File: config.mk
export PLATFORM = sky130hd
export DESIGN_NAME = ram_master
export DESIGN_NICKNAME = d
export VERILOG_FILES = /design/src/rtl/ram_master_pkg.sv /design/src/rtl/sync_fifo.sv /design/src/rtl/ram_master.sv
export SDC_FILE = /design/constraint.sdc
export NUM_CORES = 1
export LEC_CHECK = 0
export BUFFER_PORTS_ARGS = -buffer_cell sky130_fd_sc_hd__buf_2
export CAP_MARGIN = 10
export CORE_MARGIN = 2
export CORE_UTILIZATION = 53
export CTS_CLUSTER_SIZE = 20
export DETAILED_ROUTE_END_ITERATION = 16
export PLACE_DENSITY = 0.76
export REMOVE_ABC_BUFFERS = 1
export SKIP_CTS_REPAIR_TIMING = 1
export SYNTH_ARGS = -nofsm -noshare
export SYNTH_HDL_FRONTEND = slang
export SYNTH_SLANG_ARGS = --single-unit
File: constraint.sdc
create_clock -name clk -period 3.1 [get_ports clk]
set_clock_uncertainty 0.1 [all_clocks]
set_input_delay 0.62 -clock clk [delete_from_list [all_inputs] [get_ports clk]]
set_output_delay 0.62 -clock clk [all_outputs]
set_load 0.01 [all_outputs]
File: src/rtl/ram_master_pkg.sv
// ram_master shared types: FSM state encoding and default widths.
// FIFO count width helper used by the top and the read FIFO.
package ram_master_pkg;

  localparam int DEF_DATA_WIDTH = 8;
  localparam int DEF_ADDR_WIDTH = 8;
  localparam int DEF_LEN_WIDTH  = 4;
  localparam int DEF_FIFO_DEPTH = 4;

  typedef enum logic [2:0] {
    S_IDLE,
    S_WRITE,
    S_READ,
    S_DRAIN,
    S_DONE
  } state_e;

  function automatic int cnt_width(input int depth);
    return $clog2(depth) + 1;
  endfunction

  localparam int DEF_CNT_WIDTH = cnt_width(DEF_FIFO_DEPTH);

endpackage

File: src/rtl/sync_fifo.sv
// Small synchronous FIFO holding read bytes for ram_master.
// Power-of-two depth; pointers wrap naturally, count is one bit wider.
module sync_fifo
  import ram_master_pkg::*;
#(
  parameter int DATA_WIDTH = DEF_DATA_WIDTH,
  parameter int FIFO_DEPTH = DEF_FIFO_DEPTH,
  localparam int CW = cnt_width(FIFO_DEPTH),
  localparam int PW = $clog2(FIFO_DEPTH)
) (
  input  logic                  clk,
  input  logic                  rst,
  input  logic                  push,
  input  logic [DATA_WIDTH-1:0] din,
  input  logic                  pop,
  output logic [DATA_WIDTH-1:0] dout,
  output logic [CW-1:0]         count,
  output logic                  full,
  output logic                  empty
);

  logic [DATA_WIDTH-1:0] mem_q [FIFO_DEPTH];
  logic [PW-1:0] wr_q, wr_d;
  logic [PW-1:0] rd_q, rd_d;
  logic [CW-1:0] cnt_q, cnt_d;
  logic          do_push;
  logic          do_pop;

  assign full    = (cnt_q == CW'(FIFO_DEPTH));
  assign empty   = (cnt_q == '0);
  assign do_push = push && !full;
  assign do_pop  = pop && !empty;
  assign dout    = mem_q[rd_q];
  assign count   = cnt_q;

  always_comb begin
    wr_d  = wr_q + PW'(do_push);
    rd_d  = rd_q + PW'(do_pop);
    cnt_d = cnt_q + CW'(do_push) - CW'(do_pop);
  end

  always_ff @(posedge clk) begin
    if (rst) begin
      wr_q  <= '0;
      rd_q  <= '0;
      cnt_q <= '0;
    end else begin
      wr_q  <= wr_d;
      rd_q  <= rd_d;
      cnt_q <= cnt_d;
    end
  end

  always_ff @(posedge clk) begin
    if (do_push) mem_q[wr_q] <= din;
  end

endmodule

File: src/rtl/ram_master.sv
// Burst initiator for the single-port synchronous ram (1-cycle read).
// RAM_MASTER_WRAP_CHECK_EN: reject bursts crossing the top address.
module ram_master
  import ram_master_pkg::*;
#(
  parameter int DATA_WIDTH = DEF_DATA_WIDTH,
  parameter int ADDR_WIDTH = DEF_ADDR_WIDTH,
  parameter int LEN_WIDTH  = DEF_LEN_WIDTH,
  parameter int FIFO_DEPTH = DEF_FIFO_DEPTH
) (
  input  logic                  clk,
  input  logic                  rst,
  input  logic                  cmd_valid,
  output logic                  cmd_ready,
  input  logic                  cmd_write,
  input  logic [ADDR_WIDTH-1:0] cmd_addr,
  input  logic [LEN_WIDTH-1:0]  cmd_len,
  input  logic                  wr_valid,
  output logic                  wr_ready,
  input  logic [DATA_WIDTH-1:0] wr_data,
  output logic                  rd_valid,
  input  logic                  rd_ready,
  output logic [DATA_WIDTH-1:0] rd_data,
  output logic                  done,
  output logic                  err,
  output logic                  mem_we,
  output logic [ADDR_WIDTH-1:0] mem_addr,
  output logic [DATA_WIDTH-1:0] mem_din,
  input  logic [DATA_WIDTH-1:0] mem_dout
);

  localparam int CW = cnt_width(FIFO_DEPTH);
  localparam int LW = LEN_WIDTH + 1;

  state_e                state_q, state_d;
  logic [ADDR_WIDTH-1:0] ptr_q, ptr_d;
  logic [LW-1:0]         rem_q, rem_d;
  logic                  pend_q, pend_d;

  logic [CW-1:0] fifo_count;
  logic          fifo_full;
  logic          fifo_empty;
  logic          fifo_pop;
  logic          cmd_fire;
  logic          wr_fire;
  logic          issue;
  logic          credit_ok;
  logic          last;
  logic          wrap_hit;

`ifdef RAM_MASTER_WRAP_CHECK_EN
  logic [ADDR_WIDTH+LEN_WIDTH:0] end_addr;
  logic                          err_q, err_d;

  assign end_addr = (ADDR_WIDTH+LEN_WIDTH+1)'(cmd_addr)
                  + (ADDR_WIDTH+LEN_WIDTH+1)'(cmd_len);
  assign wrap_hit = |end_addr[ADDR_WIDTH+LEN_WIDTH:ADDR_WIDTH];
  assign err      = (state_q == S_DONE) && err_q;
`else
  assign wrap_hit = 1'b0;
  assign err      = 1'b0;
`endif

  // Reads in flight plus buffered bytes never exceed the FIFO size
  assign credit_ok = ((CW+1)'(fifo_count) + (CW+1)'(pend_q))
                   < (CW+1)'(FIFO_DEPTH) && !fifo_full;

  assign cmd_ready = (state_q == S_IDLE);
  assign cmd_fire  = cmd_valid && cmd_ready;
  assign wr_ready  = (state_q == S_WRITE);
  assign wr_fire   = wr_ready && wr_valid;
  assign issue     = (state_q == S_READ) && credit_ok;
  assign last      = (rem_q == LW'(1));

  assign mem_we    = wr_fire && !rst;
  assign mem_addr  = ptr_q;
  assign mem_din   = wr_data;
  assign done      = (state_q == S_DONE);
  assign rd_valid  = !fifo_empty;
  assign fifo_pop  = rd_valid && rd_ready;

  always_comb begin
    state_d = state_q;
    ptr_d   = ptr_q;
    rem_d   = rem_q;
    pend_d  = issue;
`ifdef RAM_MASTER_WRAP_CHECK_EN
    err_d   = err_q;
`endif
    unique case (state_q)
      S_IDLE: begin
        if (cmd_fire) begin
          ptr_d = cmd_addr;
          rem_d = LW'(cmd_len) + LW'(1);
`ifdef RAM_MASTER_WRAP_CHECK_EN
          err_d = wrap_hit;
`endif
          if (wrap_hit)       state_d = S_DONE;
          else if (cmd_write) state_d = S_WRITE;
          else                state_d = S_READ;
        end
      end
      S_WRITE: begin
        if (wr_fire) begin
          ptr_d = ptr_q + ADDR_WIDTH'(1);
          rem_d = rem_q - LW'(1);
          if (last) state_d = S_DONE;
        end
      end
      S_READ: begin
        if (issue) begin
          ptr_d = ptr_q + ADDR_WIDTH'(1);
          rem_d = rem_q - LW'(1);
          if (last) state_d = S_DRAIN;
        end
      end
      S_DRAIN: begin
        if (!pend_q && fifo_empty) state_d = S_DONE;
      end
      S_DONE: begin
        state_d = S_IDLE;
      end
      default: begin
        state_d = S_IDLE;
      end
    endcase
  end

  always_ff @(posedge clk) begin
    if (rst) begin
      state_q <= S_IDLE;
      ptr_q   <= '0;
      rem_q   <= '0;
      pend_q  <= 1'b0;
`ifdef RAM_MASTER_WRAP_CHECK_EN
      err_q   <= 1'b0;
`endif
    end else begin
      state_q <= state_d;
      ptr_q   <= ptr_d;
      rem_q   <= rem_d;
      pend_q  <= pend_d;
`ifdef RAM_MASTER_WRAP_CHECK_EN
      err_q   <= err_d;
`endif
    end
  end

  // mem_dout belongs to the read issued one cycle earlier
  sync_fifo #(
    .DATA_WIDTH(DATA_WIDTH),
    .FIFO_DEPTH(FIFO_DEPTH)
  ) u_fifo (
    .clk  (clk),
    .rst  (rst),
    .push (pend_q),
    .din  (mem_dout),
    .pop  (fifo_pop),
    .dout (rd_data),
    .count(fifo_count),
    .full (fifo_full),
    .empty(fifo_empty)
  );

endmodule

==> results of run 1 <==
==> per-layer routing <==
layer	vias up	part of all wire (%)	GRT usage, %
li1	921	-	-
met1	901	44	23.0
met2	53	50	31.9
met3	7	4.9	4.55
met4	0	1.3	6.04
met5	-	0	0
==> worst max-delay path by stage <==
stage          depth (start not counted)  slack, ns           to
5_1_grt                                5       0.39  mem_addr[0]
3_3_place_gp                           5       0.60  mem_addr[0]
4_1_cts                                5       0.53  mem_addr[0]
2_1_floorplan                          5       0.76  mem_addr[0]
6_report                               5       0.54  mem_addr[0]
3_5_place_dp                           5       0.55  mem_addr[0]
==> layout by cell type, fill, tap and decap left out, drive strengths merged, types with 6 or more instances in the layout <==
| cell type | synthesis | routed |
|---|---|---|
| mux4 | 8 | 8 |
| nor2 | 19 | 19 |
| buf | 13 | 50 |
| nor3 | 6 | 6 |
| nor2b | 6 | 6 |
| a21oi | 21 | 21 |
| ha | 9 | 9 |
| edfxtp | 32 | 32 |
| o21ai | 8 | 8 |
| nand2 | 12 | 12 |
| inv | 6 | 7 |
| xnor2 | 7 | 7 |
| dfxtp | 24 | 24 |
==> worst reg2reg max path: stages (launching register included) <==
cell     delay [ns]
dfxtp_1        0.39
ha_1           0.27
or4b_1         0.54
a311o_1        0.63
or3_1          0.46
a21oi_1        0.12
==> area by class of cell <==
class	count	area share, %
Clock inverter	3	0.917
Sequential cell	56	48.0
Clock buffer	5	2.29
Inverter	6	0.750
Multi-Input combinational cell	150	36.6
Tap cell	67	2.79
Timing Repair Buffer	50	8.67
==> sequential cells by signal (all words and copies together) (netlist names) <==
register and count:
mem_addr 8, u_fifo.mem_q 32, u_fifo.rd_q 2, rem_q 5
u_fifo.count 3, state_q 3, pend_q 1, u_fifo.wr_q 2
==> per-stage QoR <==
| step | setup WS (ns) | instances |
|---|---|---|
| after floorplan | 0.761 | 212 |
| after global placement | 0.603 | 329 |
| after detailed placement | 0.552 | 329 |
| after CTS | 0.529 | 337 |
| after global routing | 0.388 | 337 |
| final | 0.536 | 337 |
==> cells by family after synthesis <==
family                   after synthesis  synth area share, %
AND/OR/NAND/NOR                       72                 14.4
XOR/XNOR                               8                 2.61
flip-flops                            56                 53.6
other                                  1                0.139
buffers and inverters                 28                 5.58
AO/OA/AOI/OAI                         51                 12.0
adder cells (fa/ha/maj)               10                 4.93
multiplexers                           8                 6.70
==> power groups by stage <==
stage / Combinational (mW) / Clock (mW) / Sequential [mW]
2_1_floorplan: 0.497 / 0 / 1.02
3_3_place_gp: 0.691 / 0 / 1.04
3_5_place_dp: 0.711 / 0 / 1.04
4_1_cts: 0.715 / 0.424 / 1.02
5_1_grt: 0.811 / 0.449 / 1.05
6_report: 0.709 / 0.410 / 1.02
==> results.md, run 1 <==
* Outcome: completed
* HPWL Detailed at about 3500 um
* Synth Register Bits at between 50 and 60
* Die Height at approximately 75 um
* Total GRT Usage at 18.5%
* Top cell family by delay on the critical path: simple AND/OR/NAND/NOR gates
* Routed WL per cell at about 14 um
* Layout cells sized above 1 at approximately 25%
* Clock Path Buffers at 2
* R2R Path Start: u_fifo.count[1]
* DR pass1 iterations at 4
* Yosys warns at 0
* Fillcell total at 391
* Layout Nets at 313
* Hold Slack at around 0.38 ns
* Initial core utilization at a little under three fifths
* Total CTS buffers at 5
* Seq pwr share at 47.7%
* Async SR Flop Fraction at 0%
* FF/Latch Area at between 1000 and 1500 um2
* Min Clock Period, post-route at 2.56 ns
* FF-to-FF setup slack at approximately 0.54 ns
* Synth top cells by count: edfxtp_1 (32), dfxtp_1 (24), a21oi_1 (21)
* Internal at 1.40 mW
* Die ar. at ~5700 um2
* CTS sink count at 56
* Hold path cells at 2
* R2R cell count at 5
* Sequential share of the synthesized area at 53.6%
* Max Cap Viol at 0
* Clock-pin slew on the worst setup and hold paths at around 0.10 ns
* Buffers on Ports at 46
* Slew @ Worst Pin at about 0.9 ns
* Net Sw Power at around 0.74 mW
* Vias at approximately 1900
* Initial antenna violation count at 0
* Min-delay src: rem_q[1]
* Synth Cell Area at between 2000 and 3000 um2
* CP Class: flip-flop to flip-flop
* Worst Path Required at between 3 and 4 ns
* Die width at 75.2 um
* Startpoint types: flip-flop
* Relative slew slack at between 30 and 40%
* Site Rows at 25
* Setup TNS at 0 ns
* Setup Viol. Count Final at 0
* Worst-path cell chain: ha_1, or4b_1, a311o_1, or3_1, a21oi_1
* First-pass GRT wire length at 7990 um
* VDD IR-drop max at between 0.3 and 0.4 mV
* Largest net degree at the start of global routing at 27
* Reg-to-Reg End: mem_addr[0]
* Fin. Hold Viols at 0
* 1st-iter DRT viols at between 90 and 100
* Slowest stage delay, CP at 0.63 ns
* Vias in the first global route at 1790
* Yosys top cell area share at ~36%
* Ports at 64
* Yosys top cell by area: edfxtp_1
* Area occupied by multi-input gates at between 1000 and 1500 um2
* Clock root buffer: clkbuf_8
* Critical Path Sink Type: flip-flop
* Comb pwr share at between 30 and 40%
* Max FO, Critical Path at 26
* Routed Antenna Nets at 0
* Drt total wl at roughly 4800 um
* Placer Congestion at 0.750
* Sw Share at 34.5%
* Placed inst area at 2910 um2
* PD cells at 713 nW/um2
* Layout Utilization at between 60% and 70%
* # DRC at 0
* Gate Count Post-Synth at around 230
* Crit path buffers/inverters at 0
* Ys flop type: edfxtp_1
* TritonCTS clock tree: built
* Number of synthesized flops with an enable pin at 32
* Tot Pwr at between 2 and 2.5 mW
* Arrival @ worst endpoint at 2.71 ns
* Synthesized area per cell at ~11 um2
* Clk network pwr share at 19.2%
* Vias per cell at 5.58
* Final period util at 82.7%
* Count leader, synth: edfxtp_1
* Worst Hold End: rem_q[1]
* Final Max Tran Viols at 0
* Area contributors post-synth: edfxtp_1 (36%), dfxtp_1 (18%), mux4_2 (6.7%)
* Design Area, Final at approximately 3000 um2
* RSZ-0062 raised after global routing: false
* Clk_lat worst skew at between 0.3 and 0.4 ns
* Antenna diodes at 0
* Core area at 4820 um2
* GRT overflow at 0
* Slowest CP cell: a311o_1
* CP startpoint: u_fifo.count[1]
* Yosys cell types at 45
* Leakage power at 1.14 nW
* Hold Path Class: flip-flop to flip-flop
* FMAX at slightly below 400 MHz
* H-tree depth at 2
* Area growth from synthesis to layout at 11.6%
Power figures use the tool's default switching activity.
==> inputs of run 2 (changes only) <==
--- a/config.mk
+++ b/config.mk
@@ -5,13 +5,14 @@
 export SDC_FILE = /design/constraint.sdc
 export NUM_CORES = 1
 export LEC_CHECK = 0
+export ABC_AREA = 1
 export BUFFER_PORTS_ARGS = -buffer_cell sky130_fd_sc_hd__buf_2
 export CAP_MARGIN = 10
 export CORE_MARGIN = 2
-export CORE_UTILIZATION = 53
+export CORE_UTILIZATION = 49
 export CTS_CLUSTER_SIZE = 20
 export DETAILED_ROUTE_END_ITERATION = 16
-export PLACE_DENSITY = 0.76
+export PLACE_DENSITY = 0.73
 export REMOVE_ABC_BUFFERS = 1
 export SKIP_CTS_REPAIR_TIMING = 1
 export SYNTH_ARGS = -nofsm -noshare
==> constraint.sdc (replaced) <==
create_clock -name clk -period 2.2 [get_ports clk]
set_clock_uncertainty 0.1 [all_clocks]
set_input_delay 0.44 -clock clk [delete_from_list [all_inputs] [get_ports clk]]
set_output_delay 0.44 -clock clk [all_outputs]
set_load 0.01 [all_outputs]
==> results.md, run 2 <==
* Outcome: completed
* VDD IR-drop max at ~0.63 mV
* Final period util at between 90% and 100%
* Site Rows at 27
* Worst Hold End: u_fifo.mem_q[0][1]
* Detail Route met2 WL at ~2700 um
* Die width at 80.2 um
* Min-delay src: mem_dout[1]
* FF-to-FF setup slack at roughly 0.22 ns
* Hold path cells at 1
* Commonest non-fill, non-tap cells in the layout: nor2_1 (55), nand2_1 (50), buf_2 (46)
* CP startpoint: u_fifo.rd_q[1]
* Vias per cell at between 4 and 5
* Worst-path cell chain: inv_1, o21ai_0, o22ai_1, buf_2
* Vias in the first global route at around 2100
* Yosys warns at 0
* Ports at 64
* Yosys top cell area share at between 30% and 40%
* Leakage power at 1.41 nW
* # DRC at 0
* Synthesized area per cell at 8.68 um2
* Layout Utilization at between 50% and 60%
* Yosys top cell by area: edfxtp_1
* Layout Nets at 416
* Reg-to-Reg End: u_fifo.count[2]
* Total CTS buffers at 5
* FMAX at roughly 500 MHz
* Clock Path Buffers at 2
* Count leader, synth: nor2_1
* R2R Path Start: u_fifo.count[2]
* Buffers on Ports at 46
* Min Clock Period, post-route at around 2.0 ns
* Top sig layer: met4
* R2R cell count at 9
* Fin. Hold Viols at 0
* Initial core utilization at between 50% and 60%
* Clock root buffer: clkbuf_8
* Routed Antenna Nets at 0
* Leading cell type in the layout, fill and taps excluded: nor2_1
* PD cells at ~1200 nW/um2
* Gate Count Post-Synth at about 330
* H-tree depth at 2
* Synth top cells by count: nor2_1 (55), nand2_1 (50), inv_1 (34)
* Async SR Flop Fraction at 0%
* HPWL Detailed at between 3000 and 4000 um
* Synth Cell Area at ~2800 um2
* DR pass1 iterations at 4
* Routed met3 length at roughly 240 um
* Area contributors post-synth: edfxtp_1 (34%), dfxtp_1 (17%), nor2_1 (7.2%)
* Worst Path Required at roughly 1.7 ns
* Fillcell total at a little under 500
* Core area at roughly 5600 um2
* Drt total wl at between 5000 and 6000 um
* Max Cap Viol at 0
* Total GRT Usage at about 18%
* Final Max Tran Viols at 0
* CP Class: flip-flop to output pin
* Layout cells sized above 1 at 23.1%
* Die ar. at 6440 um2
* GRT overflow at 0
* Max FO, Critical Path at 10
* Slowest stage delay, CP at approximately 0.56 ns
* Setup Viol. Count Final at 0
* TritonCTS clock tree: built
* RSZ-0062 raised after global routing: false
* Top cell family by delay on the critical path: flip-flops
* Antenna diodes at 0
* Arrival @ worst endpoint at approximately 1.5 ns
* Vias at between 2000 and 2500
* Clk_lat worst skew at ~0.30 ns
* Slowest CP cell: dfxtp_1
* First-pass GRT wire length at about 9000 um
* Number of synthesized flops with an enable pin at 32
* Largest net degree at the start of global routing at 19
* Area growth from synthesis to layout at 13.2%
* Ys flop type: edfxtp_1
* Max reg flops at 32
* Clock-pin slew on the worst setup and hold paths at approximately 0.10 ns
* Hold Path Class: input port to flip-flop
* 1st-iter DRT viols at roughly 120
* CTS sink count at 56
* Initial antenna violation count at 0
* Setup TNS at 0 ns
* Largest register by flop count: u_fifo.mem_q
* Routed WL per cell at about 12 um
* Sequential share of the synthesized area at ~51%
* Startpoint types: flip-flop
* Die Height at ~80 um
* Placer Congestion at roughly 0.78
* WL met1 at 2490 um
* Yosys cell types at 31
* Critical Path Sink Type: output pin
* Crit path buffers/inverters at 2
* Synth Register Bits at 56
-- run 2: cell types whose count changed in the layout (fill, tap and decap cells not counted), sizes merged, moves of 6 or more --
cell,change
nand2,+44
nor2,+38
inv,+34
o21ai,+27
a21oi,-14
nand3,+14
mux4,-8
o22ai,+8
nor2b,-6
-- run 2: worst max-delay path by stage --
| stage | cells after the start | end |
|---|---|---|
| 3_3_place_gp | 9 | u_fifo.count[2] |
| 4_1_cts | 9 | u_fifo.count[2] |
| 3_5_place_dp | 9 | u_fifo.count[2] |
| 5_1_grt | 9 | u_fifo.count[2] |
| 6_report | 4 | rd_data[2] |
| 2_1_floorplan | 9 | u_fifo.count[2] |
-- run 2: cell families after synthesis --
family / Yosys count / share of synthesized area, %
buffers and inverters: 58 / 9.75
other: 1 / 0.132
flip-flops: 56 / 50.6
AO/OA/AOI/OAI: 51 / 10.2
adder cells (fa/ha/maj): 10 / 4.66
XOR/XNOR: 8 / 2.46
AND/OR/NAND/NOR: 144 / 22.2
-- run 2: routing by layer --
layer | up-vias | track usage [%]
met5 | - | 0
met4 | 0 | 4.07
met3 | 4 | 3.48
met2 | 53 | 32.6
met1 | 999 | 20.9
li1 | 1151 | -
-- run 2: worst register-to-register path, stage by stage, from the launching register on --
cell	delay, ns
dfxtp_1	0.40
inv_1	0.10
a21boi_1	0.20
ha_1	0.26
inv_1	0.06
ha_1	0.14
inv_1	0.05
fa_1	0.37
xnor2_1	0.17
nor2_1	0.05
-- run 2: metrics by stage --
step	setup slack, ns	area [um2]	power (mW)	hold slack, ns	cells
floorplan	0.247	2720	2.71	0.355	310
global placement	0.162	3110	3.20	0.369	437
detailed placement	0.110	3110	3.26	0.379	437
CTS	0.111	3220	3.93	0.242	445
global route	0.0349	3220	4.24	0.236	445
finish	0.192	3220	3.90	0.245	445
-- run 2: area by class of cell --
cell class | count | area [um2] | area share (%)
flip-flops and latches | 56 | 1440 | 44.7
clock buffers | 5 | 68.8 | 2.13
multi-input cells | 214 | 1130 | 35.0
repair buffers | 55 | 298 | 9.24
well taps | 72 | 90.1 | 2.79
inverters | 40 | 150 | 4.66
clock inverters | 3 | 46.3 | 1.44
-- run 2: report_power, final --
| group | total, mW | switching, mW | internal, mW |
|---|---|---|---|
| Sequential | 1.49 | 0.198 | 1.30 |
| Combinational | 1.73 | 1.07 | 0.663 |
| Clock | 0.673 | 0.330 | 0.343 |
| Total | 3.90 | 1.60 | 2.30 |
